## config.mk

```make
export PLATFORM = sky130hd
export DESIGN_NAME = lsu
export DESIGN_NICKNAME = d
export VERILOG_FILES = /design/src/rtl/lsu.sv
export SDC_FILE = /design/constraint.sdc
export NUM_CORES = 1
export LEC_CHECK = 0
export CAP_MARGIN = 15
export CORE_MARGIN = 2
export CORE_UTILIZATION = 51
export CTS_BUF_LIST = sky130_fd_sc_hd__clkbuf_16
export CTS_CLUSTER_SIZE = 30
export DETAILED_ROUTE_END_ITERATION = 6
export GPL_TIMING_DRIVEN = 0
export PLACE_DENSITY = 0.85
export RECOVER_POWER = 50
export SETUP_SLACK_MARGIN = 0.15
export SYNTH_ARGS = -nofsm -noshare
export SYNTH_HDL_FRONTEND = slang
export SYNTH_SLANG_ARGS = --single-unit
```

## constraint.sdc

```tcl
create_clock -name clock -period 6 [get_ports clock]
set_input_delay 1.2 -clock clock [delete_from_list [all_inputs] [get_ports clock]]
set_output_delay 1.2 -clock clock [all_outputs]
set_load 0.01 [all_outputs]
```

## src/rtl/lsu.sv

```systemverilog
// lsu: load/store stage between execute and wbu; one request/response memory transaction per load/store.
// Build option LSU_MISALIGN_CHECK_EN: misaligned half/word accesses skip memory and complete with excp_flush.
module lsu #(
  parameter  int ADDR_W            = 32,
  localparam int LSU_WBU_BUS_WIDTH = 119,
  localparam int EXU_LSU_BUS_WIDTH = 156
) (
  input  logic                         clock,
  input  logic                         reset,
  input  logic                         exu_valid_i,
  input  logic [EXU_LSU_BUS_WIDTH-1:0] exu_lsu_bus_i,
  output logic                         lsu_ready_o,
  output logic                         req_valid_o,
  input  logic                         req_ready_i,
  output logic                         req_wen_o,
  output logic [ADDR_W-1:0]            req_addr_o,
  output logic [31:0]                  req_wdata_o,
  output logic [3:0]                   req_wmask_o,
  input  logic                         resp_valid_i,
  input  logic [31:0]                  resp_rdata_i,
  output logic                         lsu_valid_o,
  output logic [LSU_WBU_BUS_WIDTH-1:0] lsu_wbu_bus_o
);

  // Record bit positions: {csr_we, final_result, gr_we, rd, csr_addr, csr_wdata, jmp_flag, jmp_target, break, excp_flush, xret_flush}
  localparam int EXCP_BIT  = 1;
  localparam int FR_LSB    = 86;
  localparam int GRWE_BIT  = 85;
  localparam int CSRWE_BIT = 118;
  localparam int WDATA_LSB = 119;
  localparam int OP_LSB    = 151;
  localparam int WE_BIT    = 154;
  localparam int RE_BIT    = 155;

  typedef enum logic [1:0] {IDLE, REQ, WAIT, DONE} state_e;

  function automatic logic [31:0] load_extract(input logic [2:0] op, input logic [1:0] off,
                                               input logic [31:0] rdata);
    logic [31:0] sh_b;
    logic [31:0] sh_h;
    sh_b = rdata >> {off, 3'b000};
    sh_h = rdata >> {off[1], 4'b0000};
    case (op)
      3'b000:  return {{24{sh_b[7]}}, sh_b[7:0]};
      3'b100:  return {24'h00_0000, sh_b[7:0]};
      3'b001:  return {{16{sh_h[15]}}, sh_h[15:0]};
      3'b101:  return {16'h0000, sh_h[15:0]};
      default: return rdata;
    endcase
  endfunction

  function automatic logic [31:0] store_data(input logic [2:0] op, input logic [31:0] wdata);
    case (op)
      3'b000, 3'b100: return {4{wdata[7:0]}};
      3'b001, 3'b101: return {2{wdata[15:0]}};
      default:        return wdata;
    endcase
  endfunction

  function automatic logic [3:0] store_mask(input logic [2:0] op, input logic [1:0] off);
    case (op)
      3'b000, 3'b100: return 4'b0001 << off;
      3'b001, 3'b101: return 4'b0011 << {off[1], 1'b0};
      default:        return 4'b1111;
    endcase
  endfunction

  function automatic logic misaligned(input logic [2:0] op, input logic [1:0] off);
    case (op)
      3'b000, 3'b100: return 1'b0;
      3'b001, 3'b101: return off[0];
      default:        return (off != 2'b00);
    endcase
  endfunction

  state_e                         state_q, state_d;
  logic [LSU_WBU_BUS_WIDTH-1:0]   rec_q, rec_d;
  logic [LSU_WBU_BUS_WIDTH-1:0]   out_q, out_d;
  logic                           is_load_q, is_load_d;
  logic [2:0]                     op_q, op_d;
  logic [1:0]                     off_q, off_d;
  logic                           ready_q, ready_d;
  logic                           req_valid_q, req_valid_d;
  logic                           req_wen_q, req_wen_d;
  logic [ADDR_W-1:0]              req_addr_q, req_addr_d;
  logic [31:0]                    req_wdata_q, req_wdata_d;
  logic [3:0]                     req_wmask_q, req_wmask_d;
  logic                           lsu_valid_q, lsu_valid_d;

  logic [LSU_WBU_BUS_WIDTH-1:0]   in_rec_s;
  logic [31:0]                    in_addr_s;
  logic [2:0]                     in_op_s;
  logic                           in_mem_s;
  logic                           in_misalign_s;

  assign in_rec_s  = exu_lsu_bus_i[LSU_WBU_BUS_WIDTH-1:0];
  assign in_addr_s = in_rec_s[FR_LSB +: 32];
  assign in_op_s   = exu_lsu_bus_i[OP_LSB +: 3];
  assign in_mem_s  = exu_lsu_bus_i[RE_BIT] | exu_lsu_bus_i[WE_BIT];
`ifdef LSU_MISALIGN_CHECK_EN
  assign in_misalign_s = in_mem_s & misaligned(in_op_s, in_addr_s[1:0]);
`else
  assign in_misalign_s = 1'b0;
`endif

  // Next-state and next-output computation for the IDLE/REQ/WAIT/DONE sequence
  always_comb begin
    state_d     = state_q;
    rec_d       = rec_q;
    out_d       = out_q;
    is_load_d   = is_load_q;
    op_d        = op_q;
    off_d       = off_q;
    ready_d     = ready_q;
    req_valid_d = req_valid_q;
    req_wen_d   = req_wen_q;
    req_addr_d  = req_addr_q;
    req_wdata_d = req_wdata_q;
    req_wmask_d = req_wmask_q;
    lsu_valid_d = 1'b0;
    case (state_q)
      IDLE: begin
        if (exu_valid_i) begin
          rec_d     = in_rec_s;
          is_load_d = exu_lsu_bus_i[RE_BIT] & ~exu_lsu_bus_i[WE_BIT];
          op_d      = in_op_s;
          off_d     = in_addr_s[1:0];
          ready_d   = 1'b0;
          if (!in_mem_s) begin
            out_d       = in_rec_s;
            lsu_valid_d = 1'b1;
            state_d     = DONE;
          end else if (in_misalign_s) begin
            out_d            = in_rec_s;
            out_d[EXCP_BIT]  = 1'b1;
            out_d[GRWE_BIT]  = 1'b0;
            out_d[CSRWE_BIT] = 1'b0;
            lsu_valid_d      = 1'b1;
            state_d          = DONE;
          end else begin
            req_valid_d = 1'b1;
            req_wen_d   = exu_lsu_bus_i[WE_BIT];
            req_addr_d  = {in_addr_s[ADDR_W-1:2], 2'b00};
            req_wdata_d = store_data(in_op_s, exu_lsu_bus_i[WDATA_LSB +: 32]);
            req_wmask_d = store_mask(in_op_s, in_addr_s[1:0]);
            state_d     = REQ;
          end
        end else begin
          ready_d = 1'b1;
        end
      end
      REQ: begin
        if (req_ready_i) begin
          req_valid_d = 1'b0;
          state_d     = WAIT;
        end else begin
          state_d = REQ;
        end
      end
      WAIT: begin
        if (resp_valid_i) begin
          out_d = rec_q;
          if (is_load_q) begin
            out_d[FR_LSB +: 32] = load_extract(op_q, off_q, resp_rdata_i);
          end else begin
            out_d[FR_LSB +: 32] = rec_q[FR_LSB +: 32];
          end
          lsu_valid_d = 1'b1;
          state_d     = DONE;
        end else begin
          state_d = WAIT;
        end
      end
      DONE: begin
        ready_d = 1'b1;
        state_d = IDLE;
      end
      default: begin
        ready_d     = 1'b1;
        req_valid_d = 1'b0;
        state_d     = IDLE;
      end
    endcase
  end

  // State and registered-output flops with synchronous reset
  always_ff @(posedge clock) begin
    if (reset) begin
      state_q     <= IDLE;
      rec_q       <= '0;
      out_q       <= '0;
      is_load_q   <= 1'b0;
      op_q        <= 3'b000;
      off_q       <= 2'b00;
      ready_q     <= 1'b1;
      req_valid_q <= 1'b0;
      req_wen_q   <= 1'b0;
      req_addr_q  <= '0;
      req_wdata_q <= 32'h0000_0000;
      req_wmask_q <= 4'b0000;
      lsu_valid_q <= 1'b0;
    end else begin
      state_q     <= state_d;
      rec_q       <= rec_d;
      out_q       <= out_d;
      is_load_q   <= is_load_d;
      op_q        <= op_d;
      off_q       <= off_d;
      ready_q     <= ready_d;
      req_valid_q <= req_valid_d;
      req_wen_q   <= req_wen_d;
      req_addr_q  <= req_addr_d;
      req_wdata_q <= req_wdata_d;
      req_wmask_q <= req_wmask_d;
      lsu_valid_q <= lsu_valid_d;
    end
  end

  assign lsu_ready_o   = ready_q;
  assign req_valid_o   = req_valid_q;
  assign req_wen_o     = req_wen_q;
  assign req_addr_o    = req_addr_q;
  assign req_wdata_o   = req_wdata_q;
  assign req_wmask_o   = req_wmask_q;
  assign lsu_valid_o   = lsu_valid_q;
  assign lsu_wbu_bus_o = out_q;

endmodule

```

Yosys cells after proc, flatten, opt, wreduce, memory -nomap -nowiden
Cells that the tools add are included.
{"block": "totals", "reg_bits": 316, "inputBits": 193, "out_inout_bits": 191}
{"block": "op_classes", "eq_ne": 14, "shift": 4, "muxes": 23, "bitwise_logic": 3, "n_reduce_logical": 12}
{"cell": "2-to-1 mux 119 bit", "n": 3}
{"cell": "one-hot mux 119 bit (2 select lines)", "n": 1}
{"cell": "one-hot mux 32 bit (4 select lines)", "n": 1}
{"cell": "one-hot mux 32 bit (2 select lines)", "n": 1}
{"cell": "2-to-1 mux 32 bit", "n": 1}
{"cell": "right shift 32 x 5 -> 16 bit", "n": 1}
{"cell": "right shift 32 x 5 -> 8 bit", "n": 1}
{"cell": "== test 3 bit (second input constant)", "n": 4}
{"cell": "inequality test 2 bit (second input constant)", "n": 5}
{"cell": "2-to-1 mux 1 bit", "n": 8}
{"cell": "one-hot mux 2 bit (4 select lines)", "n": 1}
{"cell": "one-hot mux 4 bit (2 select lines)", "n": 1}
{"cell": "AND reduction 4 bit", "n": 2}
{"cell": "== test 3 x 1 -> 1 bit (second input constant)", "n": 2}
{"cell": "logical NOT 3 bit", "n": 2}
{"cell": "2-to-1 mux 2 bit", "n": 3}
{"cell": "one-hot mux 1 bit (2 select lines)", "n": 3}
{"cell": "nonzero test 2 bit", "n": 3}
{"cell": "== test 2 bit (second input constant)", "n": 2}
{"cell": "OR reduction 2 bit", "n": 2}
{"cell": "left shift 1 x 2 -> 4 bit (first input constant)", "n": 1}
{"cell": "left shift 2 x 2 -> 4 bit (first input constant)", "n": 1}
{"cell": "AND reduction 3 bit", "n": 1}
{"cell": "== test 2 x 1 -> 1 bit (second input constant)", "n": 1}
{"cell": "5 further kinds", "n": 5}

Longest topological paths before layout
{"block": "depth", "ltp_word": 5, "ltp_mapped": 10, "ltp_nobuf": 6}

Worst setup path after synthesis
OpenSTA, ideal clock, no wires.
{"block": "synth_timing", "kind": "input to register", "from": "input exu_lsu_bus_i[154]", "to": "register out_q[108] (netlist: lsu_wbu_bus_o[108])", "t_arrival_ps": 2548, "required_time_ps": 5850, "slack_ps": 3302, "stages": 5, "path_buffers": 1, "path_cell_list": "or3b_1 > a21o_1 > a311oi_4 > buf_6 > a221oi_2"}
{"block": "synth_between", "elab_chain_cells": 3}
{"element": "start, declared", "line_no": "11", "source": "input logic [EXU_LSU_BUS_WIDTH-1:0] exu_lsu_bus_i,"}
{"element": "bitwise OR 1 bit", "line_no": "99", "source": "assign in_mem_s = exu_lsu_bus_i[RE_BIT] | exu_lsu_bus_i[WE_BIT];"}
{"element": "inequality test 2 bit (no source line)"}
{"element": "AND reduction 4 bit (no source line)"}
{"element": "end signal, assigned", "line_no": "205", "source": "out_q <= out_d;"}
{"element": "end, declared", "line_no": "78", "source": "logic [LSU_WBU_BUS_WIDTH-1:0] out_q, out_d;"}
No other way between the ends.
A chain may end at the register's enable or synchronous reset.

Final worst setup path
{"block": "layout_timing", "from": "input exu_lsu_bus_i[154]", "to": "register out_q[42] (netlist: lsu_wbu_bus_o[42])"}
The elaborated chain is that of the path after synthesis.

==> reports/qor_table.md <==
| Result | This run |
| --- | --- |
| Run status | complete, no violations |
| Worst vdd rail ir drop | 0.285 mV |
| Distinct cell type count after synthesis | 57 |
| Worst slack on hold paths | 0.450 ns |
| Area of the mapped netlist | 13400 sq um |
| ANT nets after route | 0 |
| Leakage power total | 7.16 nW |
| Total via count after detailed routing | 13900 |
| Core outline area | 25900 sq um |
| DR DRC count | 0 |
| Clk_lat worst skew | 0.51 ns |
| Highest metal layer with signal wires | met5 |
| Post-cts resize count | 0 |
| Gpl congestion | 0.981 |
| Placed wire-length estimate after detailed placement | 35.8 mm |
| Portion of the post-synthesis area used by sequential elements | 0.470 |
| Sinks on Clock Net | 314 |
| Setup WS pre-CTS | 2.00 ns |
| Final Hold Fails | 0 |
| Largest fanout on the critical path | 10 |
| Total instance count after detailed placement | 2308 |
| Die outline area | 27600 sq um |
| TritonCTS clock tree | yes |
| Tot Pwr | 8.18 mW |
| Inserted Clock Buffers | 35 |
| Achievable clock frequency | 0.277 GHz |
| CP endpoint kind | flip-flop |
| Diode insertion count for antenna repair | 0 |
| H-tree Lvls | 2 |
| Via-to-Cell Ratio | 5.88 |
| CTS Hold Buffers Added | 0 |
| Post-route cell area | 18700 sq um |
| Fraction of final layout cells with drive strength greater than 1 | 0.0555 |
| Ys async rst share | 0 |
| Crit share post-route | 0.602 |
| Width of the die | 166 um |
| Worst setup SP type | input pin |
| Aggregate negative setup slack | 0 ns |
| Setup-violating endpoint count in the final report | 0 |
| RSZ-0062 raised after global routing | no |
| Max Cap Viol | 0 |
| Worst min path class | reg2reg |
| Cell Rows | 59 |
| Metal2 WL | 22.4 mm |
| Post CTS Setup Buffer Count | 0 |
| Antenna violations before repair | 1 |
| Final setup margin | 2.39 ns |
| Clock-pin slew reported for the worst setup and hold paths after clock tree synthesis | 0.06 ns |
| Area growth from synthesis to final layout | 39.9% |
| Number of top-level pins | 384 |
| Endpoint required time on the critical path | 6.37 ns |
| First-iteration detailed-routing DRC count | 1452 |
| Met1 WL | 17.9 mm |
| Synth warnings | 0 |
| Amount of wire on met3 after detailed routing | 5.29 mm |
| Shortest period the worst path allows | 3.61 ns |
| Total count of max-transition violations in the final report | 0 |
| Mean cell area of the mapped netlist | 8.41 sq um |
| Starting Density | 0.517 |
| Post-DR wirelength/cell | 20.4 um |
| Kind of critical path | in2reg |
| Worst-case headroom to the max-slew limit | 0.362 |
| Number of synthesized register bits | 314 |
| Sum of routed wire length over all layers | 48.4 mm |
| Skew final | 0.0173 ns |
| Total routing usage reported by global routing | 0.333 |
| Die Span Y | 166 um |
| P per Cell Area | 437 nW/um^2 |
| Post-Route Utilization | 0.723 |
| Number of enable flip-flop cells after synthesis | 0 |
| CTS Root Cell | sky130_fd_sc_hd__clkbuf_16 |
| Port Buffers | 380 |
| Global-route wire length before repair | 73.7 mm |
| GR Overflow Total | 0 |
| Maximum count of clock buffers along a single path | 3 |
| Post-Syn Instances | 1592 |
| Endpoint arrival time on the critical path | 3.99 ns |
| Placed Area | 17600 sq um |
| Primary flip-flop cell chosen by synthesis mapping | sky130_fd_sc_hd__dfxtp_1 |
| Final net count | 2208 |
| Count of TritonRoute iterations in the first routing pass | 6 |
| Via count of the first global-routing pass | 13700 |
| Fin cells | 2370 |
| Pin count of the biggest net entering global routing | 15 |
| Measured slew at the worst slew-check pin | 0.957 ns |
-- Yosys cell counts (14+ instances only) --
library cell,n,area (sq um)
sky130_fd_sc_hd__nor2b_1,14,87.6
sky130_fd_sc_hd__nor2_1,132,495
sky130_fd_sc_hd__a211oi_1,100,751
sky130_fd_sc_hd__dfxtp_1,314,6290
sky130_fd_sc_hd__a311oi_1,18,158
sky130_fd_sc_hd__nand2_1,382,1430
sky130_fd_sc_hd__or2_2,16,100
sky130_fd_sc_hd__mux2i_1,113,1130
sky130_fd_sc_hd__clkbuf_1,102,383
sky130_fd_sc_hd__a22oi_1,18,135
sky130_fd_sc_hd__inv_1,16,60.1
sky130_fd_sc_hd__o21ai_0,19,95.1
sky130_fd_sc_hd__buf_2,25,125
sky130_fd_sc_hd__a21oi_1,182,911
-- worst paths after layout --
kind / from / to / slack (ns) / cells after the start
max: exu_lsu_bus_i[154] / lsu_wbu_bus_o[42]$_SDFFE_PP0P_ / 2.39 / 6
max reg2reg: state_q[0]$_SDFFE_PP0N_ / req_wdata_o[28]$_SDFFE_PP0P_ / 3.06 / 10
min reg2reg: req_addr_o[13]$_SDFFE_PP0P_ / req_addr_o[13]$_SDFFE_PP0P_ / 0.45 / 2
min: req_addr_o[13]$_SDFFE_PP0P_ / req_addr_o[13]$_SDFFE_PP0P_ / 0.45 / 2
-- routing by layer --
| metal | GRT usage | up-vias |
|---|---|---|
| li1 | - | 6432 |
| met1 | 0.385 | 6474 |
| met2 | 0.559 | 830 |
| met3 | 0.101 | 188 |
| met4 | 0.173 | 2 |
| met5 | 0 | - |
-- worst max-delay path, stage by stage --
cell	delay, ns
sky130_fd_sc_hd__dlygate4sd3_1	0.69
sky130_fd_sc_hd__or3b_1	0.49
sky130_fd_sc_hd__a21oi_2	0.53
sky130_fd_sc_hd__buf_2	0.47
sky130_fd_sc_hd__buf_1	0.44
sky130_fd_sc_hd__a211oi_1	0.16
-- cell usage in the layout (no fill, tap or decap), types with 10 or more instances in the layout --
cell type / count
sky130_fd_sc_hd__a21oi_1: 182
sky130_fd_sc_hd__o221ai_1: 11
sky130_fd_sc_hd__o311ai_0: 11
sky130_fd_sc_hd__buf_1: 12
sky130_fd_sc_hd__dlygate4sd3_1: 191
sky130_fd_sc_hd__buf_2: 25
sky130_fd_sc_hd__mux2i_1: 113
sky130_fd_sc_hd__a22oi_1: 18
sky130_fd_sc_hd__or2_2: 16
sky130_fd_sc_hd__a211oi_1: 100
sky130_fd_sc_hd__a221oi_2: 10
sky130_fd_sc_hd__o21ai_0: 19
sky130_fd_sc_hd__clkbuf_16: 37
sky130_fd_sc_hd__nor2_1: 132
sky130_fd_sc_hd__a311oi_1: 18
sky130_fd_sc_hd__dfxtp_1: 314
sky130_fd_sc_hd__clkbuf_1: 102
sky130_fd_sc_hd__nor2b_1: 14
sky130_fd_sc_hd__clkdlybuf4s50_1: 189
sky130_fd_sc_hd__nand2_1: 382
sky130_fd_sc_hd__inv_1: 21
-- state kept, by name, indices dropped and copies added, names as in the netlist, 2 cells and up --
signal         count
rec_q            119
req_wdata_o       32
state_q            2
req_addr_o        30
req_wmask_o        4
lsu_wbu_bus_o    119
op_q               3
-- power breakdown --
part | total (mW) | switching (mW) | internal (mW)
clock network | 2.11 | 0.866 | 1.24
logic | 3.19 | 1.85 | 1.33
registers | 2.89 | 0.275 | 2.61
total | 8.18 | 3.00 | 5.19
-- logic make-up (layout without fill, tap and decap cells) --
logic type      count (synthesis)  in the layout  share of synthesized area
compound gates                429            429                      0.219
fa+ha+maj                       5              5                    0.00467
buf+inv                       160            602                     0.0486
flops                         314            314                      0.470
mux                           117            117                     0.0887
other cells                     1              2                   0.000280
simple gates                  566            566                      0.169
-- final cells by class --
| type | instances | area (sq um) |
|---|---|---|
| buffer | 143 | 587 |
| clock buffer | 37 | 926 |
| clock inverter | 25 | 194 |
| fill | 1999 | 7180 |
| inverter | 17 | 63.8 |
| multi-input combinational | 1119 | 6450 |
| sequential | 314 | 6290 |
| tap | 335 | 419 |
| timing repair buffer | 380 | 3800 |
No activity file was read; power rests on OpenSTA's default activity.
